==> config.mk <==
export PLATFORM = sky130hd
export DESIGN_NAME = count_uart_tx
export DESIGN_NICKNAME = d
export VERILOG_FILES = /design/src/rtl/tt_count_pkg.sv /design/src/rtl/baud_tick_gen.sv /design/src/rtl/count_uart_tx.sv
export SDC_FILE = /design/constraint.sdc
export NUM_CORES = 1
export LEC_CHECK = 0
export ABC_CLOCK_PERIOD_IN_PS = 2300
export CELL_PAD_IN_SITES_DETAIL_PLACEMENT = 1
export CELL_PAD_IN_SITES_GLOBAL_PLACEMENT = 2
export CORE_UTILIZATION = 35
export CTS_BUF_LIST = sky130_fd_sc_hd__clkbuf_4
export CTS_CLUSTER_SIZE = 28
export DETAILED_ROUTE_END_ITERATION = 10
export PLACE_DENSITY_LB_ADDON = 0.1
export SLEW_MARGIN = 20
export SYNTH_ARGS = -nofsm -noshare
export SYNTH_HDL_FRONTEND = slang
export SYNTH_SLANG_ARGS = --single-unit
==> constraint.sdc <==
create_clock -name i_clk -period 2.3 [get_ports i_clk]
set_input_delay 0.23 -clock i_clk [delete_from_list [all_inputs] [get_ports i_clk]]
set_output_delay 0.23 -clock i_clk [all_outputs]
set_load 0.02 [all_outputs]
==> src/rtl/tt_count_pkg.sv <==
// Shared definitions for the counter UART transmitter.
//   - default CLKS_PER_BIT and DATA_W values
//   - FSM state encoding (ST_IDLE..ST_STOP) and the typed state enum built on it
package tt_count_pkg;

    localparam int unsigned DEFAULT_CLKS_PER_BIT = 16;
    localparam int unsigned DEFAULT_DATA_W       = 8;

    localparam logic [2:0] ST_IDLE   = 3'd0;
    localparam logic [2:0] ST_START  = 3'd1;
    localparam logic [2:0] ST_DATA   = 3'd2;
    localparam logic [2:0] ST_PARITY = 3'd3;
    localparam logic [2:0] ST_STOP   = 3'd4;

    typedef enum logic [2:0] {
        StIdle   = ST_IDLE,
        StStart  = ST_START,
        StData   = ST_DATA,
        StParity = ST_PARITY,
        StStop   = ST_STOP
    } state_e;

endpackage

==> src/rtl/baud_tick_gen.sv <==
// Bit-period timer for the UART transmitter.
//   i_clk      : clock
//   i_rst      : asynchronous active-high reset
//   i_restart  : hold the counter at zero (transmitter idle)
//   o_bit_end  : high in the last cycle of each CLKS_PER_BIT-cycle bit period
module baud_tick_gen #(
    parameter int unsigned CLKS_PER_BIT = 16
) (
    input  logic i_clk,
    input  logic i_rst,
    input  logic i_restart,
    output logic o_bit_end
);

    localparam int unsigned CNT_W = (CLKS_PER_BIT > 1) ? $clog2(CLKS_PER_BIT) : 1;
    localparam logic [CNT_W-1:0] LAST_CNT = CNT_W'(CLKS_PER_BIT - 1);

    logic [CNT_W-1:0] r_cnt;

    // Counter wraps at the end of every bit, so each state change starts from zero.
    always_ff @(posedge i_clk or posedge i_rst) begin
        if (i_rst) begin
            r_cnt <= '0;
        end else if (i_restart || (r_cnt == LAST_CNT)) begin
            r_cnt <= '0;
        end else begin
            r_cnt <= r_cnt + 1'b1;
        end
    end

    assign o_bit_end = !i_restart && (r_cnt == LAST_CNT);

endmodule

==> src/rtl/count_uart_tx.sv <==
// Snapshots the counter value on a send request and serialises it as a UART frame:
// start(0), DATA_W data bits LSB-first, optional even parity, stop(1).
//   i_clk       : clock
//   i_rst       : asynchronous active-high reset
//   i_count_in  : counter value to transmit
//   i_send      : transmit request, sampled every cycle
//   i_clear_ovr : clears the overrun flag
//   o_tx        : serial line, idles high
//   o_busy      : frame in progress
//   o_done      : one-cycle pulse after the stop bit ends
//   o_overrun   : sticky, a send arrived while busy
module count_uart_tx
    import tt_count_pkg::*;
#(
    parameter int unsigned CLKS_PER_BIT = DEFAULT_CLKS_PER_BIT,
    parameter int unsigned DATA_W       = DEFAULT_DATA_W,
    parameter bit          PARITY_EN    = 1'b0
) (
    input  logic              i_clk,
    input  logic              i_rst,
    input  logic [DATA_W-1:0] i_count_in,
    input  logic              i_send,
    input  logic              i_clear_ovr,
    output logic              o_tx,
    output logic              o_busy,
    output logic              o_done,
    output logic              o_overrun
);

    localparam int unsigned IDX_W = (DATA_W > 1) ? $clog2(DATA_W) : 1;
    localparam logic [IDX_W-1:0] LAST_IDX = IDX_W'(DATA_W - 1);

    state_e            r_state, w_state_next;
    logic [DATA_W-1:0] r_shift, w_shift_next;
    logic [IDX_W-1:0]  r_idx, w_idx_next;
    logic              r_parity, w_parity_next;
    logic              r_done, w_done_next;
    logic              r_overrun, w_overrun_next;
    logic              w_bit_end;
    logic              w_busy;

    baud_tick_gen #(
        .CLKS_PER_BIT(CLKS_PER_BIT)
    ) u_baud (
        .i_clk    (i_clk),
        .i_rst    (i_rst),
        .i_restart(r_state == StIdle),
        .o_bit_end(w_bit_end)
    );

    assign w_busy = (r_state != StIdle);

    always_ff @(posedge i_clk or posedge i_rst) begin
        if (i_rst) begin
            r_state   <= StIdle;
            r_shift   <= '0;
            r_idx     <= '0;
            r_parity  <= 1'b0;
            r_done    <= 1'b0;
            r_overrun <= 1'b0;
        end else begin
            r_state   <= w_state_next;
            r_shift   <= w_shift_next;
            r_idx     <= w_idx_next;
            r_parity  <= w_parity_next;
            r_done    <= w_done_next;
            r_overrun <= w_overrun_next;
        end
    end

    always_comb begin
        w_state_next   = r_state;
        w_shift_next   = r_shift;
        w_idx_next     = r_idx;
        w_parity_next  = r_parity;
        w_done_next    = 1'b0;
        w_overrun_next = r_overrun;
        o_tx           = 1'b1;

        unique case (r_state)
            StIdle: begin
                if (i_send) begin
                    // Parity is taken from the snapshot since the shift register is consumed.
                    w_shift_next  = i_count_in;
                    w_parity_next = ^i_count_in;
                    w_state_next  = StStart;
                end
            end
            StStart: begin
                o_tx = 1'b0;
                if (w_bit_end) begin
                    w_state_next = StData;
                end
            end
            StData: begin
                o_tx = r_shift[0];
                if (w_bit_end) begin
                    w_shift_next = r_shift >> 1;
                    if (r_idx == LAST_IDX) begin
                        w_idx_next   = '0;
                        w_state_next = PARITY_EN ? StParity : StStop;
                    end else begin
                        w_idx_next = r_idx + 1'b1;
                    end
                end
            end
            StParity: begin
                o_tx = r_parity;
                if (w_bit_end) begin
                    w_state_next = StStop;
                end
            end
            StStop: begin
                if (w_bit_end) begin
                    w_state_next = StIdle;
                    w_done_next  = 1'b1;
                end
            end
            default: begin
                w_state_next = StIdle;
            end
        endcase

        // A set in the same cycle as a clear takes priority.
        if (i_send && w_busy) begin
            w_overrun_next = 1'b1;
        end else if (i_clear_ovr) begin
            w_overrun_next = 1'b0;
        end
    end

    assign o_busy    = w_busy;
    assign o_done    = r_done;
    assign o_overrun = r_overrun;

endmodule

==> metrics <==
post-synth top area share=52.37%; Post CTS Setup Buffer Count=0; number of gates resized after CTS=0; TritonCTS clock tree=yes; I/O pin count=16; number of nets at the end of the flow=128; total cell area at the placement stage=1177 um^2; maximum vdd drop=0.3432 mV; Final Power=0.6083 mW; P_leak=0.5605 nW; Post-synth ARST share=100.0%; overall track demand over capacity in global routing=16.37%; CP Cell Sequence=nor3_2, inv_1, clkdlybuf4s50_1; Total Negative Setup Slacks=0 ns; area fraction in compound gates after synthesis=15.21%; detailed placer's ending HPWL=1.670 mm; final-report hold violation count=0; cts hold-fix bufs=0; Synth Instances=95; Hold/Removal Path Class=input port to asynchronous set/reset pin; initial cell density of the core=36.70%; number of global-route vias before repair=836; CTS root buf=sky130_fd_sc_hd__clkbuf_4; Routed WL=2.173 mm; dominant synthesized flop cell=sky130_fd_sc_hd__dfrtp_1; pin count of the biggest net entering global routing=22; Critical Path Max Stage Delay=0.56 ns; WL per Instance=15.20 um; Post-Synth XOR/XNOR Area=6.983%; # rows=19; die outline area=3085 um^2; Max Root-Sink Buffers=2; detailed-routing iteration count for the pre-antenna-repair pass=3; RR Startpoint=u_baud.r_cnt[0]; post-route worst hold slack=0.2517 ns; die width=55.55 um; total congestion overflow=0; basic-gate share of the synthesized area counting and, or, nand and nor cells=13.09%; Max stage delay cell, worst path=sky130_fd_sc_hd__clkdlybuf4s50_1; mux contribution to synthesized area=2.618%; Synth Net Count=110; via-per-instance ratio=5.098; finished layout cell area=1205 um^2; total count of max-transition violations in the final report=0; RSZ-0062 raised after global routing=false; layout cells sized above 1=10.71%; endpoints failing setup=0; H-tree depth reported by CTS=1; clock skew=0.001844 ns; category of cells accounting for the largest share of critical-path delay=buffers and inverters; clock latency at the later pin of the worst-skew pair=0.30 ns; outcome=completed; leading post-synthesis cells by cell area=sky130_fd_sc_hd__dfrtp_1, sky130_fd_sc_hd__xnor2_1, sky130_fd_sc_hd__o22ai_1; main combinational cell family by area after synthesis=compound AO/OA/AOI/OAI gates; remaining antenna violation count after routing=0; chip height=55.55 um; buffers added on ports=15; worst path required time=2.07 ns; crit path launch type=flip-flop; initial antenna violation count=0; Floorplan Core Area=2734 um^2; number of violations of the max-capacitance limit=0; number of enable-type register cells in the synthesized netlist=0; number of warning messages in the yosys log=0; buffering stage count on the worst path with inverters included=2; sequential-to-total area share from yosys stat=52.37%; area growth from synthesis to final layout=20.08%; number of violations reported at the end of detailed-routing iteration 0=8; Ant. Diodes=0; timing startpoint of the critical path=r_state[0]; RePlAce Congestion=0.7255; Fmax=0.4797 GHz; final core occ=44.07%; Clock transition at path regs=0.12 ns; largest driver fanout on the critical path=8; share of the clock period used by the worst path after layout=90.63%; DRC=0; CP Data Arrival Time=1.85 ns; Clock Sinks=21; unique cell type count in the Yosys netlist=29; share of synthesized cell area in full adder, half adder and majority cells=3.741%; Setup crit end kind=primary output; netlist area before placement=1003 um^2; number of inserted filler cells in the final layout=316; Power Dens Cells=504.8 nW/um^2; critical path class=flip-flop to primary output; wire length of the first global-routing pass=3.891 mm; number of vias after detailed routing=729; headroom to the max-slew limit=74.58%; slew at the pin closest to its max-slew limit=0.3792 ns; shortest period the worst path allows=2.085 ns; number of storage elements in the synthesis netlist=21; library cell occupying the most area in the post-synthesis netlist=sky130_fd_sc_hd__dfrtp_1; TritonCTS buffer count=3; Synth Area per Inst=10.56 um^2
[flip-flops by register name, indices dropped and copies added (netlist names)]
name / flops
o_done: 1
o_overrun: 1
r_idx: 3
r_parity: 1
r_shift: 8
r_state: 3
u_baud.r_cnt: 4
[where the power goes]
part	switching (mW)	internal [mW]	total, mW
clock network	0.113	0.0647	0.177
registers	0.000700	0.370	0.371
logic	0.0264	0.0336	0.0599
[metal layers]
| layer | up-vias | global-route usage, % | part of all wire [%] |
|---|---|---|---|
| li1 | 359 | - | - |
| met1 | 360 | 19.39 | 45 |
| met2 | 8 | 28.74 | 52 |
| met3 | 2 | 3.513 | 2.9 |
| met4 | 0 | 6.429 | 1.0 |
| met5 | - | 0 | 0 |
[worst paths after layout]
path	endpoint	slack, ns	cells past startpoint
worst max-delay path	o_busy	0.22	3
worst min-delay path	r_shift[5]	0.25	3
worst max register to register	r_shift[7]	0.47	5
worst min register to register	r_shift[7]	0.51	1
max in group asynchronous	r_state[0]	1.84	3
min in group i_clk	o_overrun	0.49	2
[cell families after synthesis]
kind of cell,after synthesis
compound gates,25
xor+xnor,8
buf+inv,13
mux,2
flops,21
simple gates,23
fa+ha+maj,3
[per-stage QoR]
stage / cells / worst slack [ns]
after floorplan: 95 / 0.6299
after global placement: 139 / 0.5546
after detailed placement: 139 / 0.4869
after CTS: 143 / 0.1764
after global routing: 143 / 0.04922
final: 143 / 0.2155
[layout make-up]
class                      instances  area, um^2  area share (%)
inverter                          10       37.54           3.115
multi-input combinational         61       417.9           34.68
sequential                        21       525.5           43.61
clock buffer                       3       22.52           1.869
tap                               31       38.79           3.219
timing repair buffer              16       157.7           13.08
clock inverter                     1       5.005          0.4154
[cell usage after synthesis (all sizes together) (2+ instances only)]
cell / n
inv: 10
o22ai: 8
mux2: 2
nor2: 5
and3: 2
a21oi: 8
buf: 2
nand2: 6
nor3: 3
o21ai: 3
ha: 3
a21o: 2
dfrtp: 21
xnor2: 8
[worst reg2reg max path, stage by stage, from the launching register on]
cell	delay, ns
sky130_fd_sc_hd__dfrtp_1	0.41
sky130_fd_sc_hd__ha_1	0.26
sky130_fd_sc_hd__nand3_2	0.16
sky130_fd_sc_hd__or3_4	0.48
sky130_fd_sc_hd__and2_4	0.22
sky130_fd_sc_hd__a32o_1	0.20
[cells in the final DEF, fill, tap and decap left out]
| cell | n |
|---|---|
| sky130_fd_sc_hd__dfrtp_1 | 21 |
| sky130_fd_sc_hd__clkdlybuf4s50_1 | 15 |
| sky130_fd_sc_hd__inv_1 | 10 |
| sky130_fd_sc_hd__o22ai_1 | 8 |
| sky130_fd_sc_hd__a21oi_1 | 8 |
| sky130_fd_sc_hd__xnor2_1 | 8 |
| sky130_fd_sc_hd__nand2_1 | 6 |
| sky130_fd_sc_hd__nor2_1 | 5 |
| sky130_fd_sc_hd__o21ai_0 | 3 |
| sky130_fd_sc_hd__ha_1 | 3 |
| sky130_fd_sc_hd__clkbuf_4 | 3 |
| sky130_fd_sc_hd__and3_1 | 2 |
| sky130_fd_sc_hd__nor3_1 | 2 |
| sky130_fd_sc_hd__a21o_1 | 2 |
| sky130_fd_sc_hd__nor3_2 | 1 |
| sky130_fd_sc_hd__nand3_2 | 1 |
| sky130_fd_sc_hd__nand2b_1 | 1 |
| sky130_fd_sc_hd__or3_4 | 1 |
| sky130_fd_sc_hd__and2_4 | 1 |
| sky130_fd_sc_hd__a22oi_1 | 1 |
| sky130_fd_sc_hd__or2_2 | 1 |
| sky130_fd_sc_hd__a31oi_1 | 1 |
| sky130_fd_sc_hd__a311oi_1 | 1 |
| sky130_fd_sc_hd__nand3b_1 | 1 |
| sky130_fd_sc_hd__mux2_4 | 1 |
| sky130_fd_sc_hd__a32o_1 | 1 |
| sky130_fd_sc_hd__mux2_2 | 1 |
| sky130_fd_sc_hd__nor3b_1 | 1 |
| sky130_fd_sc_hd__clkinv_2 | 1 |
| sky130_fd_sc_hd__buf_4 | 1 |
Note: power is estimated with default switching activity, not from simulation.
